===== src/rtl/demux_burst_scheduler_pkg.sv =====
// Shared definitions for the burst demultiplexing scheduler: FSM state
// encoding, parameter defaults and the destination-selection helper.
package demux_burst_scheduler_pkg;

  // Default data path width and beats per burst.
  localparam int DEFAULT_DATA_WIDTH = 8;
  localparam int DEFAULT_BURST_LEN  = 4;

  // The beat counter is a fixed 8 bits wide, enough for bursts up to 255 beats.
  localparam int CNT_WIDTH = 8;

  // Scheduler FSM states.
  typedef enum logic [1:0] {
    IDLE   = 2'd0,
    ROUTE  = 2'd1,
    SWITCH = 2'd2
  } state_t;

  // Destination for the next burst. Forced mode takes the requested
  // destination. Round-robin mode takes the supplied alternative.
  function automatic logic burst_dest(input logic mode,
                                      input logic force_sel,
                                      input logic alt);
    return mode ? force_sel : alt;
  endfunction

endpackage


===== src/rtl/demux_burst_scheduler_demux.sv =====
// Existing 1-to-2 demultiplexer. It steers a single strobe onto one of two
// outputs. The unselected output is held low.
module demux_burst_scheduler_demux (
  input  logic       din,
  input  logic       sel,
  output logic [1:0] dout
);

  assign dout = sel ? {din, 1'b0} : {1'b0, din};

endmodule


===== src/rtl/demux_burst_scheduler.sv =====
// Burst demultiplexing scheduler. Beats from one source are sent to one of two
// destinations in bursts of BURST_LEN beats. The destination changes only
// between bursts, either by round-robin or by a forced selection. Each beat
// passes through a one-entry output register. The entry can drain and refill
// in the same cycle, so a burst runs at full rate.
module demux_burst_scheduler
  import demux_burst_scheduler_pkg::*;
#(
  parameter int DATA_WIDTH = DEFAULT_DATA_WIDTH,
  parameter int BURST_LEN  = DEFAULT_BURST_LEN
) (
  input  logic                  clk,
  input  logic                  reset,
  input  logic                  enable,
  input  logic                  mode,
  input  logic                  force_sel,
  input  logic                  in_valid,
  input  logic [DATA_WIDTH-1:0] in_data,
  output logic                  in_ready,
  input  logic [1:0]            out_ready,
  output logic [1:0]            out_valid,
  output logic [DATA_WIDTH-1:0] out_data,
  output logic                  sel,
  output logic                  burst_done
);

  // Counter value at which the accepted beat closes the burst.
  localparam logic [CNT_WIDTH-1:0] LAST_BEAT = CNT_WIDTH'(BURST_LEN - 1);

  state_t                 state_q, state_d;
  logic [CNT_WIDTH-1:0]   cnt_q, cnt_d;
  logic                   sel_q, sel_d;
  logic                   burst_done_q;
  logic                   last_accept;

  // One-entry output register: occupancy, destination tag and payload.
  logic                   full_q;
  logic                   dest_q;
  logic [DATA_WIDTH-1:0]  data_q;

  logic                   accept;
  logic                   drain;

  // The entry empties when its addressed destination takes it. The ready
  // input of the other destination is never consulted.
  assign drain    = full_q & out_ready[dest_q];
  assign in_ready = (state_q == ROUTE) & (~full_q | out_ready[dest_q]);
  assign accept   = in_valid & in_ready;

  // Next-state logic: burst sequencing and destination choice between bursts.
  always_comb begin
    // NOTE: every variable gets a default first, so no path through the case
    // leaves one unassigned and no latch is inferred.
    state_d     = state_q;
    cnt_d       = cnt_q;
    sel_d       = sel_q;
    last_accept = 1'b0;
    case (state_q)
      IDLE: begin
        if (enable) begin
          state_d = ROUTE;
          cnt_d   = '0;
          sel_d   = burst_dest(mode, force_sel, sel_q);
        end
      end
      ROUTE: begin
        if (accept) begin
          if (cnt_q == LAST_BEAT) begin
            cnt_d       = '0;
            state_d     = SWITCH;
            last_accept = 1'b1;
          end else begin
            cnt_d = cnt_q + 8'd1;
          end
        end
      end
      SWITCH: begin
        // Hold the old destination until the final beat has left the entry.
        if (!full_q || drain) begin
          sel_d   = burst_dest(mode, force_sel, ~sel_q);
          state_d = enable ? ROUTE : IDLE;
        end
      end
      default: state_d = IDLE;
    endcase
  end

  // FSM state, beat counter, current destination and the burst-end pulse.
  always_ff @(posedge clk or posedge reset) begin
    if (reset) begin
      state_q      <= IDLE;
      cnt_q        <= '0;
      sel_q        <= 1'b0;
      burst_done_q <= 1'b0;
    end else begin
      // NOTE: sequential state uses non-blocking assignments, so all of these
      // registers update together from values taken before the edge.
      state_q      <= state_d;
      cnt_q        <= cnt_d;
      sel_q        <= sel_d;
      burst_done_q <= last_accept;
    end
  end

  // Output entry: an accept refills the entry, otherwise a drain empties it.
  always_ff @(posedge clk or posedge reset) begin
    if (reset) begin
      full_q <= 1'b0;
      dest_q <= 1'b0;
      // NOTE: the payload register is reset as well, because out_data must
      // read zero while reset is asserted.
      data_q <= '0;
    end else if (accept) begin
      full_q <= 1'b1;
      dest_q <= sel_q;
      data_q <= in_data;
    end else if (drain) begin
      full_q <= 1'b0;
    end
  end

  // The demultiplexer maps entry occupancy onto the tagged destination's valid.
  demux_burst_scheduler_demux u_demux (
    .din  (full_q),
    .sel  (dest_q),
    .dout (out_valid)
  );

  assign out_data   = data_q;
  assign sel        = sel_q;
  assign burst_done = burst_done_q;

endmodule


===== config.mk =====
export PLATFORM = sky130hd
export DESIGN_NAME = demux_burst_scheduler
export DESIGN_NICKNAME = d
export VERILOG_FILES = /design/src/rtl/demux_burst_scheduler_pkg.sv /design/src/rtl/demux_burst_scheduler_demux.sv /design/src/rtl/demux_burst_scheduler.sv
export SDC_FILE = /design/constraint.sdc
export NUM_CORES = 1
export LEC_CHECK = 0
export CAP_MARGIN = 5
export CORE_ASPECT_RATIO = 0.9
export CORE_UTILIZATION = 50
export CTS_CLUSTER_DIAMETER = 100
export DETAILED_ROUTE_END_ITERATION = 8
export PLACE_DENSITY_LB_ADDON = 0.15
export SYNTH_ARGS = -nofsm -noshare
export SYNTH_HDL_FRONTEND = slang
export SYNTH_SLANG_ARGS = --single-unit

===== constraint.sdc =====
create_clock -name clk -period 3.6 [get_ports clk]
set_input_delay 0.9 -clock clk [delete_from_list [all_inputs] [get_ports clk]]
set_output_delay 0.9 -clock clk [all_outputs]
set_load 0.005 [all_outputs]

==> Word level (Yosys, flattened, before mapping) <==
Index checks and enable logic that the tools add are counted.
{ "totals": {"ff_bits": 22} }
{ "classes": {"addsub": 1, "magnitude_cmp": 1, "n_eq_ne": 8, "n_mux": 23, "n_bitwise": 6, "n_reduce_logical": 9} }
{ "op_table": {"columns": ["cell", "n"], "rows": [
  ["two-way mux 8 bit", 3],
  ["one-hot mux 8 bit (2 select lines)", 1],
  ["two-way mux 1 bit", 12],
  ["two-way mux 2 bit", 5],
  ["adder 8 x 1 -> 8 bit (second input constant)", 1],
  ["== test 8 x 2 -> 1 bit (second input constant)", 1],
  ["inequality test 2 bit (second input constant)", 4],
  ["AND reduction 4 bit", 2],
  ["one-hot mux 2 bit (3 select lines)", 1],
  ["nonzero test 2 bit", 3],
  ["AND 1 bit", 3],
  ["AND reduction 3 bit", 1],
  ["== test 2 x 1 -> 1 bit (second input constant)", 1],
  ["== test 2 bit (second input constant)", 1],
  ["logical NOT 2 bit", 1],
  ["less-than comparator 1 x 2 -> 1 bit (second input constant)", 1],
  ["inequality test 2 x 1 -> 1 bit (second input constant)", 1],
  ["NOT 1 bit", 2],
  ["one-hot mux 1 bit (2 select lines)", 1],
  ["logical NOT 1 bit", 1],
  ["logical OR 1 bit", 1],
  ["OR 1 bit", 1]
]} }

==> Logic depth before layout (Yosys ltp) <==
Gate-level depths: netlist of the first run.
{ "depth": {"depth_word": 7, "mapped_depth": 6, "mapped_depth_nobuf": 5} }

==> By module <==
From an unflattened synthesis of the first run, not the netlist that was laid out.
{ "unflattened": {"hier_cells": 107, "area_unflattened_um2": 1168.6} }
{ "modules_own_cells": {"columns": ["mod", "n_inst", "cells_each", "area_per_inst_um2", "seq_area_each_um2"], "rows": [
  ["demux_burst_scheduler", 1, 105, 1152.4, 550.5],
  ["demux_burst_scheduler_demux", 1, 2, 16.3, 0.0]
]} }

==> Least setup slack after synthesis of the first run <==
Ideal clock, no wire load.
{ "synth_path": {"path_kind": "input to output", "from": "input port out_ready[1]", "to": "output port in_ready", "t_arrival_ns": 1.479, "slack_ns": 1.221, "cell_stages": 3, "cell_sequence": "mux2i_1 and2_2 nor2_1"} }
{ "synth_between": {"elab_chain_cells": 4} }
{ "synth_lines": {"columns": ["item", "line_no", "rtl"], "rows": [
  ["start: declaration", "demux_burst_scheduler.sv:20", "input logic [1:0] out_ready,"],
  ["two-way mux 1 bit (not written as such) (2 in series)", "demux_burst_scheduler.sv:47", "assign in_ready = (state_q == ROUTE) & (~full_q | out_ready[dest_q]);"],
  ["OR 1 bit", "demux_burst_scheduler.sv:47", null],
  ["AND 1 bit", "demux_burst_scheduler.sv:47", null],
  ["end: declaration", "demux_burst_scheduler.sv:19", "output logic in_ready,"]
]} }
No other way between the ends. The select of a mux whose other input is x is not followed.

==> Final worst setup path of the first run <==
Same ends and word-level chain as after synthesis.

==> out/metrics.cfg, run 1 <==
[status]
outcome = finished, final reports clean

[logic_synthesis]
syn-num-nets = 116
synth-seq-area-share_pct = 48.7
synth-seq-cells = 22
ys.warnings.count = 0
synthCells = 99
postSynthAreaPerCell_um2 = 11.4
ys_types = 38
synth_area_um2 = 1130

[routing]
ant_nets = 0
drt_iter0_markers = 9
first_pass_iters = 4
viasPerCell = 5.84
post-route-drc-count = 0
wire_per_inst_um = 14.8
finalWirelength_mm = 2.30
route.vias.total = 905

[die]
core_area_um2 = 2030
die_w_um = 52.1
initial_core_util_pct = 55.8
io_pins = 29
die_h_um = 47.1
rows = 15
dieArea_um2 = 2460

[critical_path]
cp.arrival_ps = 2460
cp-start-kind = input pin
worstSetupPathType = input pin to primary output
reg2reg_slack_ps = 1150
r2r_start = cnt_q[0]
critPathMaxFanout = 5
crit_path_end_kind = primary output
rr_worst_depth = 5
cp.required_ps = 2700
crit_start = out_ready[1]

[timing]
clock-skew-final_ps = 2.29
rsz0062_at_grt = no
drv_slew = 0
min_period_ps = 3360
tightestPinTransition_ps = 802
final.period_utilization_pct = 93.4
slew_headroom_pct = 46.4
finalHoldViolCount = 0
report.final.setup_viol = 0
fin_setup_tns_ps = 0
max_freq_mhz = 297

[clock_tree]
cts_max_level = 1
postCtsSetupBuffers = 0
clk_path_buf_depth = 2
post_cts_resized = 0
cts-buffers-inserted = 3
insertion_delay_ps = 310
cts.sinks = 22
cts_tree = built
holdBufCountCts = 0
cts_root_buffer = clkbuf_4
clk_pin_slew_ps = 120

[grt]
grt_pass1_vias = 837
antenna_found_initial = 0
grt_pass1_wl_mm = 3.71
grt_overflow = 0
grt_max_degree = 23
grt_util_all_layers_pct = 21.3

[power]
power.density_nw_per_um2 = 478
max-vdd-ir-drop_uv = 459
intPower_uw = 478
clkPwrFrac_pct = 19.8
pwr-share-comb_pct = 28.5
switchingPower_uw = 225
leakagePower_nw = 0.624
swShare_pct = 32.0
seqPwrFrac_pct = 51.7

[layout]
fin_cells = 155
most-common-layout-cells = 28 x clkdlybuf4s50_1, 22 x dfrtp_1, 10 x o21ai_0
layout-drive-gt1-share_pct = 20.0
antenna_cells = 0
nNetsFinal = 148
final_common_cell = clkdlybuf4s50_1
area_delta_synth_final_pct = 30.1

[placed_design]
dpl.cell_count = 151
dpl.hpwl_mm = 1.65
gp_congestion = 0.825
portBuffers = 28

[flow_run]
max-cap-violations = 0

[worst_hold_path]
hp-start = out_data[3]
hp-class = flip-flop to flip-flop
holdPathStages = 1

through the flow:
step	area [um^2]	hold slack, ps	setup slack (ps)	utilization, %	total power [mW]
final	1470	520	237	72.6	0.703
after global routing	1470	540	126	72.6	0.745
after CTS	1470	525	203	72.6	0.710
after detailed placement	1440	497	242	70.8	0.569
after global placement	1440	490	289	70.8	0.556
after floorplan	1130	487	1220	-	0.480
layout make-up:
type	instances	area, um^2
clock buffers	4	36.3
fillers	157	556
multi-input cells	70	547
well taps	25	31.3
repair buffers	29	288
inverters	5	18.8
flip-flops and latches	22	551
path summary, 6_finish.rpt:
| check | endpoint |
|---|---|
| worst max-delay path | in_ready |
| worst max register to register | cnt_q[2] |
| max in group asynchronous | cnt_q[5] |
| min in group asynchronous | out_data[4] |
| worst min-delay path | out_data[3] |
| worst min register to register | out_data[3] |
power by group through the flow:
stage	clock, mW	combinational [mW]	sequential (mW)
finish	0.139	0.200	0.363
global route	0.150	0.224	0.372
CTS	0.143	0.204	0.363
detailed placement	0	0.203	0.367
global placement	0	0.193	0.363
floorplan	0	0.125	0.355
Yosys cell counts:
master | number | share of area [%]
buf_6 | 1 | 1.0
a21oi_1 | 3 | 1.3
or3b_2 | 1 | 0.77
clkbuf_1 | 1 | 0.33
nor2b_1 | 1 | 0.55
or4b_2 | 1 | 0.88
o311ai_2 | 1 | 1.4
mux2i_1 | 2 | 1.8
nor2_1 | 3 | 1.0
and3_1 | 2 | 1.1
o311a_4 | 1 | 1.9
a31oi_1 | 1 | 0.55
or3_1 | 2 | 1.1
nor4_1 | 1 | 0.55
o31ai_2 | 1 | 1.1
and2_1 | 2 | 1.1
o41ai_4 | 1 | 2.4
nand2_1 | 8 | 2.7
o31ai_1 | 2 | 1.3
o211a_1 | 1 | 0.88
o21bai_1 | 1 | 0.66
nand4_1 | 1 | 0.55
nand4bb_1 | 1 | 1.0
a31o_2 | 1 | 0.77
and2_2 | 2 | 1.3
ha_1 | 1 | 1.1
nand3_1 | 2 | 0.88
a221o_2 | 1 | 1.0
nand2b_1 | 2 | 1.1
mux2_2 | 9 | 9.0
dfrtp_1 | 22 | 49
inv_1 | 5 | 1.7
a211oi_2 | 1 | 1.1
o21a_1 | 1 | 0.66
and2b_2 | 1 | 0.77
o21ai_0 | 10 | 4.4
o32ai_1 | 1 | 0.77
a41oi_1 | 1 | 0.77
flip-flops by register name (all words and copies together) (netlist names):
register / count
burst_done: 1
cnt_q: 8
dest_q: 1
full_q: 1
out_data: 8
sel: 1
state_q: 2
kinds of logic after synthesis:
kind of cell    synth area share (%)
simple gates                    15.4
compound gates                  21.1
flops                           48.7
mux                             10.7
buf+inv                         2.99
fa+ha+maj                       1.11
critical path: stages:
cell	delay, ps
clkdlybuf4s50_1	400
mux2i_1	380
and2_2	250
nor2_1	60
clkdlybuf4s50_1	470
routing by layer:
metal	routed length [um]	GRT usage, %	vias to the layer above
met1	1020	25.4	442
met2	1140	38.7	26
li1	-	-	434
met3	120	6.15	3
met5	0	0	-
met4	14	4.74	0
No activity file was read; power rests on OpenSTA's default activity.
==> run 2, diff against run 1 <==
PLACE_DENSITY = 0.85   (was unset)
PLACE_DENSITY_LB_ADDON = unset   (was 0.15)
==> out/metrics.cfg, run 2 (same netlist as run 1, synthesis figures left out) <==
[status]
outcome = finished, final reports clean

[clock_tree]
cts-buffers-inserted = 3  ; unchanged
postCtsSetupBuffers = 0  ; unchanged
holdBufCountCts = 0  ; unchanged
cts.sinks = 22  ; unchanged
cts_tree = built
insertion_delay_ps = 300  ; about the same
post_cts_resized = 0  ; unchanged
clk_path_buf_depth = 2  ; unchanged
cts_max_level = 1  ; unchanged
clk_pin_slew_ps = 130  ; about the same
cts_root_buffer = clkbuf_4

[critical_path]
cp-start-kind = input pin
worstSetupPathType = input pin to primary output
crit_path_cell_trace = clkdlybuf4s50_1 > mux2i_1 > and2_2 > nor2_1 > clkdlybuf4s50_1
crit_top_cell = clkdlybuf4s50_1
cp_slowest_stage_delay_ps = 460  ; about the same
crit_path_end_kind = primary output
critPathMaxFanout = 5  ; unchanged
cp.required_ps = 2700  ; about the same
cp.arrival_ps = 2470  ; about the same
slowest_stage = clkdlybuf4s50_1

[grt]
antenna_found_initial = 0  ; unchanged
grt_overflow = 0  ; unchanged
grt_util_all_layers_pct = 21.3  ; about the same
grt_pass1_wl_mm = 3.70  ; -0.38%
grt_max_degree = 23  ; unchanged
grt_pass1_vias = 831  ; -0.72%

[placed_design]
portBuffers = 28  ; unchanged
place_area_um2 = 1430  ; -0.52%
place_ws_ps = 232  ; -9.93 ps
gp_congestion = 0.763  ; -7.4%
dpl.hpwl_mm = 1.76  ; +6.6%
dpl.cell_count = 150  ; -0.66%

[timing]
max_freq_mhz = 297  ; -0.27%
fin_setup_tns_ps = 0  ; unchanged
final.period_utilization_pct = 93.7  ; +0.25 points
report.final.setup_viol = 0  ; unchanged
tightestPinTransition_ps = 825  ; +23.0 ps
drv_slew = 0  ; unchanged
holdWs_ps = 522  ; +1.72 ps
rsz0062_at_grt = no
worst_slack_ps = 228  ; -9.09 ps
clock-skew-final_ps = 2.71  ; +0.420 ps
min_period_ps = 3370  ; +9.09 ps
finalHoldViolCount = 0  ; unchanged
slew_headroom_pct = 44.9  ; -1.5 points

[power]
leakagePower_nw = 0.626  ; +0.31%
power.density_nw_per_um2 = 511  ; +7.0%
max-vdd-ir-drop_uv = 468  ; +2.0%

[die]
rows = 15  ; unchanged
initial_core_util_pct = 55.8  ; unchanged
die_w_um = 52.1  ; unchanged
core_area_um2 = 2030  ; unchanged
die_h_um = 47.1  ; unchanged
dieArea_um2 = 2460  ; unchanged
io_pins = 29  ; unchanged

[layout]
stdcell_area_um2 = 1480  ; +0.60%
final_common_cell = clkdlybuf4s50_1
layout-drive-gt1-share_pct = 19.4  ; -0.62 points
fin_cells = 154  ; -0.65%
area_delta_synth_final_pct = 30.9
most-common-layout-cells = 28 x clkdlybuf4s50_1, 22 x dfrtp_1, 10 x o21ai_0
antenna_cells = 0  ; unchanged
nNetsFinal = 147  ; -0.68%

[routing]
viasPerCell = 5.77  ; -1.2%
drt_iter0_markers = 12  ; +3
ant_nets = 0  ; unchanged
wire_per_inst_um = 15.4  ; +3.6%
route.vias.total = 888  ; -1.9%
first_pass_iters = 4  ; unchanged
post-route-drc-count = 0  ; unchanged
finalWirelength_mm = 2.36  ; +2.9%

[worst_hold_path]
hp-class = flip-flop to flip-flop

[flow_run]
max-cap-violations = 0  ; unchanged

==> run 2: stage by stage <==
step                      power, mW  utilization, %
after global routing          0.803            73.0
after global placement        0.553            70.4
after floorplan               0.480               -
after CTS                     0.756            73.0
after detailed placement      0.571            70.4
final                         0.757            73.0
==> run 2: power by group <==
| group | internal (mW) | total [mW] | switching, mW |
|---|---|---|---|
| registers | 0.302 | 0.365 | 0.0635 |
| logic | 0.113 | 0.202 | 0.0890 |
| clock network | 0.112 | 0.190 | 0.0772 |
==> run 2: final cells by class <==
cell class | instances | area, um^2
clock inverter | 1 | 30.0
fill | 141 | 547
timing repair buffer | 28 | 280
multi-input combinational | 70 | 547
inverter | 5 | 18.8
clock buffer | 3 | 22.5
sequential | 22 | 551
tap | 25 | 31.3
==> run 2: critical path, delay by kind of cell <==
kind | cells | cell delay, ps
buf+inv | 2 | 860
simple gates | 2 | 300
mux | 1 | 410
==> run 2: worst paths after layout <==
path                         startpoint          end  slack [ps]  depth (start not counted)
max in group asynchronous         reset     cnt_q[0]        2050                          2
min in group asynchronous         reset  out_data[5]        1050                          2
min                         out_data[6]  out_data[6]         520                          1
min reg2reg                 out_data[6]  out_data[6]         520                          1
max                        out_ready[1]     in_ready         230                          5
max reg2reg                    cnt_q[0]     cnt_q[3]        1130                          5
==> run 2: routing by layer <==
metal	wire length, um	share of wire, %	global-route usage [%]
met4	30	1.3	8.42
met3	120	5.1	3.24
met2	1160	49	36.4
met1	1050	44	27.7
met5	0	0	0
